**config.mk**
```make
export PLATFORM = sky130hd
export DESIGN_NAME = z3_bus_master_flat
export DESIGN_NICKNAME = d
export VERILOG_FILES = /design/src/rtl/z3_bus_master_pkg.sv /design/src/rtl/z3_bus_master_if.sv /design/src/rtl/z3_lane_decode.sv /design/src/rtl/z3_bus_master.sv /design/src/flat_wrapper.sv
export SDC_FILE = /design/constraint.sdc
export NUM_CORES = 1
export LEC_CHECK = 0
export ABC_AREA = 1
export BUFFER_PORTS_ARGS = -buffer_cell sky130_fd_sc_hd__buf_2
export CAP_MARGIN = 25
export CORE_UTILIZATION = 61
export CTS_BUF_LIST = sky130_fd_sc_hd__clkbuf_16
export CTS_CLUSTER_DIAMETER = 80
export DETAILED_ROUTE_END_ITERATION = 10
export PLACE_DENSITY_LB_ADDON = 0.25
export SYNTH_ARGS = -nofsm -noshare
export SYNTH_HDL_FRONTEND = slang
export SYNTH_SLANG_ARGS = --single-unit
```
**constraint.sdc**
```tcl
create_clock -name CLK -period 4.6 [get_ports CLK]
set_clock_uncertainty 0.1 [all_clocks]
set_input_delay 0.92 -clock CLK [delete_from_list [all_inputs] [get_ports CLK]]
set_output_delay 0.92 -clock CLK [all_outputs]
set_load 0.005 [all_outputs]
```
**src/rtl/z3_bus_master_pkg.sv**
```systemverilog
// rtl/z3_bus_master_pkg.sv - state encodings and 68030 SIZ codes for the Zorro III bus master
package z3_bus_master_pkg;

   localparam logic [2:0] Z3M_IDLE      = 3'd0;
   localparam logic [2:0] Z3M_REQUEST   = 3'd1;
   localparam logic [2:0] Z3M_OWN       = 3'd2;
   localparam logic [2:0] Z3M_ADDR      = 3'd3;
   localparam logic [2:0] Z3M_STROBE    = 3'd4;
   localparam logic [2:0] Z3M_DATA_WAIT = 3'd5;
   localparam logic [2:0] Z3M_TERM      = 3'd6;
   localparam logic [2:0] Z3M_RELEASE   = 3'd7;

   localparam logic [1:0] SIZ_LONG  = 2'b00;
   localparam logic [1:0] SIZ_BYTE  = 2'b01;
   localparam logic [1:0] SIZ_WORD  = 2'b10;
   localparam logic [1:0] SIZ_3BYTE = 2'b11;

   function automatic logic [2:0] siz_bytes(input logic [1:0] siz);
      case (siz)
         SIZ_BYTE:  return 3'd1;
         SIZ_WORD:  return 3'd2;
         SIZ_3BYTE: return 3'd3;
         default:   return 3'd4;
      endcase
   endfunction

endpackage

```
**src/rtl/z3_bus_master_if.sv**
```systemverilog
// rtl/z3_bus_master_if.sv - local request side and Zorro III initiator signals
interface z3_bus_master_if;
   logic       req;
   logic       req_read;
   logic [1:0] req_siz;
   logic [1:0] req_a;
   logic       req_last;
   logic       done;
   logic       berr;
   logic       owner;
   logic       BR_n;
   logic       BG_n;
   logic       BGACK_n;
   logic       ABOE_n;
   logic       FCS_n;
   logic [3:0] DS_n;
   logic       READ_o;
   logic       DOE;
   logic       DTACK_n;
   logic       BERR_n;

   modport master (
      input  req, req_read, req_siz, req_a, req_last, BG_n, DTACK_n, BERR_n,
      output done, berr, owner, BR_n, BGACK_n, ABOE_n, FCS_n, DS_n, READ_o, DOE
   );

   modport slave (
      output req, req_read, req_siz, req_a, req_last, BG_n, DTACK_n, BERR_n,
      input  done, berr, owner, BR_n, BGACK_n, ABOE_n, FCS_n, DS_n, READ_o, DOE
   );
endinterface

```
**src/rtl/z3_lane_decode.sv**
```systemverilog
// rtl/z3_lane_decode.sv - SIZ/A1:A0 to active-low byte lane mask, DS_n[3] carries D31:24
module z3_lane_decode
   import z3_bus_master_pkg::*;
(
   input  logic [1:0] siz_i,
   input  logic [1:0] a_i,
   output logic [3:0] ds_n_o
);
   logic [2:0] lo;
   logic [2:0] hi;
   logic [2:0] off;

   // Lane i holds byte offset 3-i; transfers running past offset 3 are clipped.
   always_comb begin
      lo     = {1'b0, a_i};
      hi     = lo + siz_bytes(siz_i);
      ds_n_o = 4'hF;
      off    = 3'd0;
      for (int i = 0; i < 4; i++) begin
         off       = 3'(3 - i);
         ds_n_o[i] = !((off >= lo) && (off < hi));
      end
   end
endmodule

```
**src/rtl/z3_bus_master.sv**
```systemverilog
// rtl/z3_bus_master.sv - Zorro III bus-master cycle generator: arbitration, strobes, DTACK/timeout termination
module z3_bus_master
   import z3_bus_master_pkg::*;
#(
   parameter int DTACK_TIMEOUT = 255,
   parameter int ADDR_SETUP    = 1
) (
   input logic             CLK,
   input logic             IORST_n,
   z3_bus_master_if.master bus
);
   logic [1:0] bg_sync_q, dtack_sync_q, berr_sync_q;
   logic       bg_s, dtack_s, berr_s;
   logic [2:0] state_q, state_d;
   logic [1:0] setup_q, setup_d;
   logic [7:0] cnt_q, cnt_d;
   logic [1:0] siz_q, siz_d, a_q, a_d;
   logic       last_q, last_d;
   logic       br_n_q, br_n_d, bgack_n_q, bgack_n_d, aboe_n_q, aboe_n_d, fcs_n_q, fcs_n_d;
   logic [3:0] ds_n_q, ds_n_d, lane_n;
   logic       read_q, read_d, doe_q, doe_d, done_q, done_d, berr_q, berr_d, owner_q, owner_d;

   z3_lane_decode u_lane (.siz_i(siz_q), .a_i(a_q), .ds_n_o(lane_n));

   assign bg_s    = bg_sync_q[1];
   assign dtack_s = dtack_sync_q[1];
   assign berr_s  = berr_sync_q[1];

   always_comb begin
      state_d   = state_q;
      setup_d   = setup_q;
      cnt_d     = cnt_q;
      siz_d     = siz_q;
      a_d       = a_q;
      last_d    = last_q;
      br_n_d    = br_n_q;
      bgack_n_d = bgack_n_q;
      aboe_n_d  = aboe_n_q;
      fcs_n_d   = fcs_n_q;
      ds_n_d    = ds_n_q;
      read_d    = read_q;
      doe_d     = doe_q;
      owner_d   = owner_q;
      done_d    = 1'b0;
      berr_d    = 1'b0;
      case (state_q)
         Z3M_IDLE: begin
            if (bus.req) begin
               br_n_d  = 1'b0;
               state_d = Z3M_REQUEST;
            end
         end
         Z3M_REQUEST: begin
            if (!bus.req) begin
               br_n_d  = 1'b1;
               state_d = Z3M_IDLE;
            end else if (!bg_s && berr_s) begin
               br_n_d    = 1'b1;
               bgack_n_d = 1'b0;
               owner_d   = 1'b1;
               last_d    = 1'b0;
               state_d   = Z3M_OWN;
            end
         end
         Z3M_OWN: begin
            if (bus.req) begin
               siz_d    = bus.req_siz;
               a_d      = bus.req_a;
               last_d   = bus.req_last;
               read_d   = bus.req_read;
               aboe_n_d = 1'b0;
               setup_d  = 2'd1;
               state_d  = Z3M_ADDR;
            end else if (last_q) begin
               bgack_n_d = 1'b1;
               owner_d   = 1'b0;
               aboe_n_d  = 1'b1;
               state_d   = Z3M_RELEASE;
            end
         end
         Z3M_ADDR: begin
            // A DTACK left low by the previous slave must clear before the next FCS.
            if ((setup_q >= 2'(ADDR_SETUP)) && dtack_s) begin
               fcs_n_d = 1'b0;
               doe_d   = 1'b1;
               ds_n_d  = read_q ? lane_n : 4'hF;
               state_d = Z3M_STROBE;
            end else if (setup_q < 2'(ADDR_SETUP)) begin
               setup_d = setup_q + 2'd1;
            end
         end
         Z3M_STROBE: begin
            ds_n_d  = lane_n;
            cnt_d   = 8'd0;
            state_d = Z3M_DATA_WAIT;
         end
         Z3M_DATA_WAIT: begin
            cnt_d = cnt_q + 8'd1;
            if (!berr_s || (cnt_d == 8'(DTACK_TIMEOUT))) begin
               berr_d  = 1'b1;
               fcs_n_d = 1'b1;
               ds_n_d  = 4'hF;
               doe_d   = 1'b0;
               state_d = Z3M_TERM;
            end else if (!dtack_s) begin
               done_d  = 1'b1;
               fcs_n_d = 1'b1;
               ds_n_d  = 4'hF;
               doe_d   = 1'b0;
               state_d = Z3M_TERM;
            end
         end
         Z3M_TERM: begin
            aboe_n_d = 1'b1;
            read_d   = 1'b0;
            if (last_q || berr_q) begin
               bgack_n_d = 1'b1;
               owner_d   = 1'b0;
               state_d   = Z3M_RELEASE;
            end else begin
               state_d = Z3M_OWN;
            end
         end
         Z3M_RELEASE: state_d = Z3M_IDLE;
         default:     state_d = Z3M_IDLE;
      endcase
   end

   always_ff @(posedge CLK or negedge IORST_n) begin
      if (!IORST_n) begin
         bg_sync_q    <= 2'b11;
         dtack_sync_q <= 2'b11;
         berr_sync_q  <= 2'b11;
         state_q      <= Z3M_IDLE;
         setup_q      <= 2'd0;
         cnt_q        <= 8'd0;
         siz_q        <= SIZ_LONG;
         a_q          <= 2'd0;
         last_q       <= 1'b0;
         br_n_q       <= 1'b1;
         bgack_n_q    <= 1'b1;
         aboe_n_q     <= 1'b1;
         fcs_n_q      <= 1'b1;
         ds_n_q       <= 4'hF;
         read_q       <= 1'b0;
         doe_q        <= 1'b0;
         done_q       <= 1'b0;
         berr_q       <= 1'b0;
         owner_q      <= 1'b0;
      end else begin
         bg_sync_q    <= {bg_sync_q[0], bus.BG_n};
         dtack_sync_q <= {dtack_sync_q[0], bus.DTACK_n};
         berr_sync_q  <= {berr_sync_q[0], bus.BERR_n};
         state_q      <= state_d;
         setup_q      <= setup_d;
         cnt_q        <= cnt_d;
         siz_q        <= siz_d;
         a_q          <= a_d;
         last_q       <= last_d;
         br_n_q       <= br_n_d;
         bgack_n_q    <= bgack_n_d;
         aboe_n_q     <= aboe_n_d;
         fcs_n_q      <= fcs_n_d;
         ds_n_q       <= ds_n_d;
         read_q       <= read_d;
         doe_q        <= doe_d;
         done_q       <= done_d;
         berr_q       <= berr_d;
         owner_q      <= owner_d;
      end
   end

   assign bus.BR_n    = br_n_q;
   assign bus.BGACK_n = bgack_n_q;
   assign bus.ABOE_n  = aboe_n_q;
   assign bus.FCS_n   = fcs_n_q;
   assign bus.DS_n    = ds_n_q;
   assign bus.READ_o  = read_q;
   assign bus.DOE     = doe_q;
   assign bus.done    = done_q;
   assign bus.berr    = berr_q;
   assign bus.owner   = owner_q;
endmodule

```
**src/flat_wrapper.sv**
```systemverilog
// flat-port wrapper written by rule: the top's interface ports become plain ports
module z3_bus_master_flat import z3_bus_master_pkg::*;
#(
   parameter int DTACK_TIMEOUT = 255,
   parameter int ADDR_SETUP    = 1
)
  (CLK, IORST_n, bus_req, bus_req_read, bus_req_siz, bus_req_a, bus_req_last, bus_BG_n, bus_DTACK_n, bus_BERR_n, bus_done, bus_berr, bus_owner, bus_BR_n, bus_BGACK_n, bus_ABOE_n, bus_FCS_n, bus_DS_n, bus_READ_o, bus_DOE);
  z3_bus_master_if bus_i ();
  input logic CLK;
  input logic IORST_n;
  input wire logic [$bits(bus_i.req)-1:0] bus_req;
  input wire logic [$bits(bus_i.req_read)-1:0] bus_req_read;
  input wire logic [$bits(bus_i.req_siz)-1:0] bus_req_siz;
  input wire logic [$bits(bus_i.req_a)-1:0] bus_req_a;
  input wire logic [$bits(bus_i.req_last)-1:0] bus_req_last;
  input wire logic [$bits(bus_i.BG_n)-1:0] bus_BG_n;
  input wire logic [$bits(bus_i.DTACK_n)-1:0] bus_DTACK_n;
  input wire logic [$bits(bus_i.BERR_n)-1:0] bus_BERR_n;
  output wire logic [$bits(bus_i.done)-1:0] bus_done;
  output wire logic [$bits(bus_i.berr)-1:0] bus_berr;
  output wire logic [$bits(bus_i.owner)-1:0] bus_owner;
  output wire logic [$bits(bus_i.BR_n)-1:0] bus_BR_n;
  output wire logic [$bits(bus_i.BGACK_n)-1:0] bus_BGACK_n;
  output wire logic [$bits(bus_i.ABOE_n)-1:0] bus_ABOE_n;
  output wire logic [$bits(bus_i.FCS_n)-1:0] bus_FCS_n;
  output wire logic [$bits(bus_i.DS_n)-1:0] bus_DS_n;
  output wire logic [$bits(bus_i.READ_o)-1:0] bus_READ_o;
  output wire logic [$bits(bus_i.DOE)-1:0] bus_DOE;
  assign bus_i.req = bus_req;
  assign bus_i.req_read = bus_req_read;
  assign bus_i.req_siz = bus_req_siz;
  assign bus_i.req_a = bus_req_a;
  assign bus_i.req_last = bus_req_last;
  assign bus_i.BG_n = bus_BG_n;
  assign bus_i.DTACK_n = bus_DTACK_n;
  assign bus_i.BERR_n = bus_BERR_n;
  assign bus_done = bus_i.done;
  assign bus_berr = bus_i.berr;
  assign bus_owner = bus_i.owner;
  assign bus_BR_n = bus_i.BR_n;
  assign bus_BGACK_n = bus_i.BGACK_n;
  assign bus_ABOE_n = bus_i.ABOE_n;
  assign bus_FCS_n = bus_i.FCS_n;
  assign bus_DS_n = bus_i.DS_n;
  assign bus_READ_o = bus_i.READ_o;
  assign bus_DOE = bus_i.DOE;
  z3_bus_master #(.DTACK_TIMEOUT(DTACK_TIMEOUT), .ADDR_SETUP(ADDR_SETUP)) u_core (.CLK(CLK), .IORST_n(IORST_n), .bus(bus_i));
endmodule
```
== Word level (Yosys, flattened, before mapping) ==
Index checks and enable logic that the tools add are counted.

* Bits in registers: 37
* Input port bits: 12
* Output and inout port bits: 13
* Logic and storage cells: 142

* Add/subtract/negate cells: 3
* Order comparisons: 9
* Equal/unequal tests: 24
* Muxes and demuxes: 55
* Reductions and logical operators: 32

{| class="wikitable"
|+ Operators with widths
! kind !! number
|-
| two-way mux 3 bit || 9
|-
| two-way mux 1 bit || 26
|-
| one-hot mux 3 bit (8 select lines) || 1
|-
| two-way mux 4 bit || 4
|-
| one-hot mux 8 bit (2 select lines) || 1
|-
| == test 3 bit, second input constant || 4
|-
| one-hot mux 1 bit (2 select lines) || 6
|-
| one-hot mux 4 bit (3 select lines) || 1
|-
| nonzero test 2 bit || 6
|-
| inequality test 2 x 1 -> 1 bit, second input constant || 5
|-
| inequality test 2 bit, second input constant || 5
|-
| one-hot mux 3 bit (3 select lines) || 1
|-
| AND reduction 3 bit || 3
|-
| adder 8 x 1 -> 8 bit, second input constant || 1
|-
| == test 8 bit, second input constant || 1
|-
| AND reduction 4 bit || 2
|-
| == test 3 x 2 -> 1 bit, second input constant || 2
|-
| zero test 1 bit || 6
|-
| < comparator 1 x 3 -> 1 bit, first input constant || 2
|-
| < comparator 2 x 3 -> 1 bit, first input constant || 2
|-
| two-way mux 2 bit || 3
|-
| inequality test 3 x 2 -> 1 bit, second input constant || 2
|-
| one-hot mux 1 bit (3 select lines) || 2
|-
| AND reduction 2 bit || 3
|-
| 17 further kinds || 25
|}

== Depth between registers and ports, before layout ==
* Depth after elaboration: 9
* Mapped depth: 12
* Gate-level depth less buffers: 12

== By module ==
A second synthesis with hierarchy kept.

* Cells, all modules: 223
* Area total of the unflattened synthesis: 1,850.5 um2

{| class="wikitable"
|+ By module, submodules not included
! module !! times used !! cells an instance !! area an instance (um2) !! sequential area each (um2)
|-
| z3_bus_master || 1 || 206 || 1,755.4 || 943.4
|-
| z3_lane_decode || 1 || 17 || 95.1 || 0.0
|}

== Least setup slack after synthesis ==
No wires, ideal clock.

* Kind: input -> register
* Start point: input bus_req
* End point: register u_core.state_q[1]
* Setup time: 0.117 ns
* Arrival time: 1.566 ns
* Data required time: 4.383 ns
* Slack: 2.817 ns
* Stages on the path: 9
* Path buffers: 0
* Path through: inv_1 > nand3_1 > inv_1 > nor2_1 > nand2_2 > inv_2 > nand3_2 > nand2_1 > nand2_1

* Longest elaborated chain between the ends: 2
* Elaborated cells on any way between the ends: 7
* Classes of those cells: eq/ne: 3; mux: 3; reduce/logical: 1

{| class="wikitable"
|+ Ends and longest elaborated chain
! item !! RTL line !! text
|-
| start: declaration || flat_wrapper.sv:11 || <nowiki>input wire logic [$bits(bus_i.req)-1:0] bus_req;</nowiki>
|-
| two-way mux 3 bit, or another cell as far along || z3_bus_master.sv:66 || <nowiki>if (bus.req) begin</nowiki>
|-
| one-hot mux 3 bit (8 select lines) / AND reduction 5 bit (equally long branches) || -- ||
|-
| end signal: assignment || z3_bus_master.sv:154 || <nowiki>state_q <= state_d;</nowiki>
|-
| end: declaration || z3_bus_master.sv:14 || <nowiki>logic [2:0] state_q, state_d;</nowiki>
|}

Several ways; a longest one is shown, not always the timed one.
A chain may end at the register's enable or synchronous reset.

== Worst setup path after layout ==
* Start point: register u_core.cnt_q[0]
* End point: register u_core.ds_n_q[1] (netlist: u_core.bus.DS_n[1])

* Longest elaborated chain between the ends: 5
* Elaborated cells on any way between the ends: 7
* Classes of those cells: add/sub: 1; eq/ne: 2; mux: 2; reduce/logical: 2

{| class="wikitable"
|+ Ends and longest elaborated chain
! item !! RTL line !! text
|-
| start: declaration || z3_bus_master.sv:16 || <nowiki>logic [7:0] cnt_q, cnt_d;</nowiki>
|-
| start signal: assignment || z3_bus_master.sv:156 || <nowiki>cnt_q <= cnt_d;</nowiki>
|-
| adder 8 x 1 -> 8 bit (*) || z3_bus_master.sv:98 || <nowiki>cnt_d = cnt_q + 8'd1;</nowiki>
|-
| == test 8 bit (*) || z3_bus_master.sv:99 || <nowiki>if (!berr_s || (cnt_d == 8'(DTACK_TIMEOUT))) begin</nowiki>
|-
| logical OR 1 bit (*) || z3_bus_master.sv:99 ||
|-
| inequality test 3 bit (no line) / two-way mux 4 bit (equally long branches) || -- ||
|-
| AND reduction 3 bit (no line) / one-hot mux 4 bit (3 select lines) (equally long branches) || -- ||
|-
| end signal: assignment || z3_bus_master.sv:164 || <nowiki>ds_n_q <= ds_n_d;</nowiki>
|-
| end: declaration || z3_bus_master.sv:20 || <nowiki>logic [3:0] ds_n_q, ds_n_d, lane_n;</nowiki>
|}

Mark *: on every way between the ends. The rest lies on a longest branch, timed or not.

==> impl_summary.log <==
INFO  metric status = complete, but fails checks
INFO  metric failed_checks = DRC
INFO  metric syn-num-nets = 246
INFO  metric setup.worst_path.end_class = register
INFO  metric synthArstFlopShare = 1.000
INFO  metric worstPathArrival = 2.13 ns
INFO  metric post_cts_buffers = 0
INFO  metric core_region_area = 2853 µm²
INFO  metric min_period = 2.004 ns
INFO  metric synth_top_cell_area_share = 0.3016
INFO  metric clk_path_buf_depth = 2
INFO  metric final_hold_viol_count = 0
INFO  metric tritoncts = yes
INFO  metric cellPowerDensity = 628.2 nW/µm²
INFO  metric worstSetupPathType = reg2reg
INFO  metric dpl-instance-area = 2048 µm²
INFO  metric first_global_vias = 1440
INFO  metric dr_total_vias = 1573
INFO  metric wl_per_cell = 12.98 µm
INFO  metric dieHeight = 57.93 µm
INFO  metric post_cts_resize_count = 0
INFO  metric effective_utilization_at_floorplan = 0.6689
INFO  metric io_buffer_count = 24
INFO  metric fin_crit_sh = 0.4357
INFO  metric total_leakage_power = 0.001077 µW
INFO  metric timing.slew.headroom = 0.4786
INFO  metric clock_tree.htree_level_count = 2
INFO  metric clk_transition_reported_paths = 0.05 ns
INFO  metric tightest_slew = 0.7821 ns
INFO  metric highest_fanout_seen_on_the_critical_path = 11
INFO  metric cp-start-kind = register
INFO  metric post_route_cells_drive_above_1_share = 0.2481
INFO  metric final_core_util = 0.7658
INFO  metric final_net_count = 274
INFO  metric synth_cell_types = 29
INFO  metric synth.yosys.seq_area_share = 0.4944
INFO  metric final.setup.tns = 0 ns
INFO  metric cts.sink_count = 37
INFO  metric achievable-frequency = 498.9 MHz
INFO  metric site_row_count = 19
INFO  metric die_w = 57.93 µm
INFO  metric setup_viol_count_final = 0
INFO  metric grt_start_max_net_pins = 38
INFO  metric critical-path-top-cell-by-count = nand2_1
INFO  metric placed_cells_incl_taps = 281
INFO  metric antenna_found_initial = 0
INFO  metric antenna-diode-count = 0
INFO  metric post_cts_hold_buffer_count = 0
INFO  metric finalMaxSlewViolations = 0
INFO  metric die_area = 3356 µm²
INFO  metric drtIter0Drc = 85
INFO  metric grt_overflow = 0
INFO  metric clock_tree.root_cell = clkbuf_16
INFO  metric area.growth.synth_to_final = 14.49%
INFO  metric cp_slowest_stage_delay = 0.45 ns
INFO  metric setup_repair_after_global_routing_missed_its_margin = false
INFO  metric peakVddDrop = 0.4388 mV
INFO  metric clock_insertion_delay_worst_skew = 0.28 ns
INFO  metric top_level_ports = 25
INFO  metric global_route_wire_length_before_repair = 6.320 mm
INFO  metric worst_path_buffer_plus_inverter_count = 0
INFO  metric syn-instance-count = 229
INFO  metric groute.usage.overall = 0.2570
INFO  metric antenna_violation_net_count_after_detailed_routing = 0
INFO  metric detailed_place_hpwl = 2.710 mm
INFO  metric min_path_type = reg2reg
INFO  metric critPathRequiredTime = 4.72 ns
INFO  metric netlist_top_cells_area = dfrtp_1 (30%), dfstp_2 (19%), nand2_1 (12%), inv_1 (4.9%), o21ai_0 (4.5%)
INFO  metric ys_ff_latch = 37
INFO  metric whs = 0.2535 ns
INFO  metric final_cell_count_without_fillers = 289
INFO  metric cts_buffers = 5
INFO  metric combined_area_of_all_synthesized_cells = 1908 µm²
INFO  metric ys.warnings.count = 0
INFO  metric critical_path.top_delay_family = simple AND/OR/NAND/NOR gates
INFO  metric postSynthAreaPerCell = 8.332 µm²
INFO  metric drt-vias-per-instance = 5.443
INFO  metric synth_enable_flop_cells = 0
INFO  metric worstPathCellList = ha_1 -> nand3_1 -> o21ai_0 -> nand2_1 -> nand4_2 -> nand4_2 -> nand3_2 -> nand2_1 -> nand2_1
INFO  metric final_area = 2185 µm²
INFO  metric synth.largest_area_cell = dfrtp_1
INFO  metric worst_path_slowest_cell = dfrtp_1
INFO  metric synth_ff_type = dfrtp_1
INFO  metric finalWirelength = 3.750 mm
INFO  metric drv_cap = 0
INFO  metric route.detailed.drc = 3
INFO  metric drt_first_pass_iters = 7
INFO  metric routabilityCongestion = 0.8613
[through the flow]
stage | setup slack, ns | total power, µW
2_1_floorplan | 2.817 | 901.7
3_3_place_gp | 2.587 | 1034
3_5_place_dp | 2.552 | 1053
4_1_cts | 2.610 | 1377
5_1_grt | 2.431 | 1474
6_report | 2.596 | 1372
[cell type report]
class | count | area, µm²
flip-flops and latches | 37 | 943.4
clock inverters | 3 | 11.26
multi-input cells | 158 | 824.5
well taps | 31 | 38.79
inverters | 31 | 121.4
fillers | 195 | 668.1
repair buffers | 24 | 120.1
clock buffers | 5 | 125.1
[layout by cell type (no fill, tap or decap), drive strengths merged]
cell type  instances
a21oi              9
a31oi              1
a32o               1
buf               24
clkbuf             5
clkinv             2
dfrtp             23
dfstp             14
fa                 1
ha                 4
inv               32
nand2             66
nand3             14
nand3b             4
nand4              9
nor2              23
nor3               3
o2111ai            1
o211ai             1
o21ai             17
o22ai              1
o31ai              1
xor2               2
[state kept, by name, indices dropped and copies added (netlist names), 2 cells and up]
register / flops
u_core.cnt_q: 8
u_core.berr_sync_q: 2
u_core.setup_q: 2
u_core.state_q: 3
u_core.a_q: 2
u_core.dtack_sync_q: 2
u_core.siz_q: 2
u_core.bus.DS_n: 4
u_core.bg_sync_q: 2
[power breakdown]
group          internal [µW]  switching, µW  total (µW)
combinational            198            325         523
clock                    194            120         315
sequential               453           81.3         535
[Yosys cell counts (all sizes together) (2+ instances only)]
library cell and count:
dfrtp 23, nand3b 4, ha 4, o21ai 17
nand2 66, nor3 3, xor2 2, inv 30
nand3 14, a21oi 9, nand4 9, nor2 23
dfstp 14, clkbuf 2
[cell families (layout without fill, tap and decap cells)]
logic type | count (synthesis) | count (layout) | synth area share
flip-flops | 37 | 37 | 0.4944
AO/OA/AOI/OAI | 32 | 32 | 0.09246
buffers and inverters | 34 | 63 | 0.07345
AND/OR/NAND/NOR | 119 | 119 | 0.2938
XOR/XNOR | 2 | 2 | 0.009182
adder cells (fa/ha/maj) | 5 | 5 | 0.03672
[per-layer routing]
| layer | vias to the layer above | wire (µm) | track usage |
|---|---|---|---|
| li1 | 797 | - | - |
| met1 | 721 | 1743 | 0.3494 |
| met2 | 46 | 1741 | 0.3875 |
| met3 | 9 | 205 | 0.08036 |
| met4 | 0 | 60 | 0.1020 |
| met5 | - | 0 | 0 |
[path summary, 6_finish.rpt]
check / startpoint / cells after the start / slack, ns / to
setup reg to reg: u_core.cnt_q[0] / 9 / 2.60 / u_core.bus.DS_n[1]
hold / removal: u_core.dtack_sync_q[0] / 0 / 0.25 / u_core.dtack_sync_q[1]
min in group asynchronous: IORST_n / 1 / 0.62 / u_core.bus.DOE
hold reg to reg: u_core.dtack_sync_q[0] / 0 / 0.25 / u_core.dtack_sync_q[1]
setup / recovery: u_core.cnt_q[0] / 9 / 2.60 / u_core.bus.DS_n[1]
max in group asynchronous: IORST_n / 1 / 3.29 / u_core.cnt_q[2]
No activity file was read; power rests on OpenSTA's default activity.
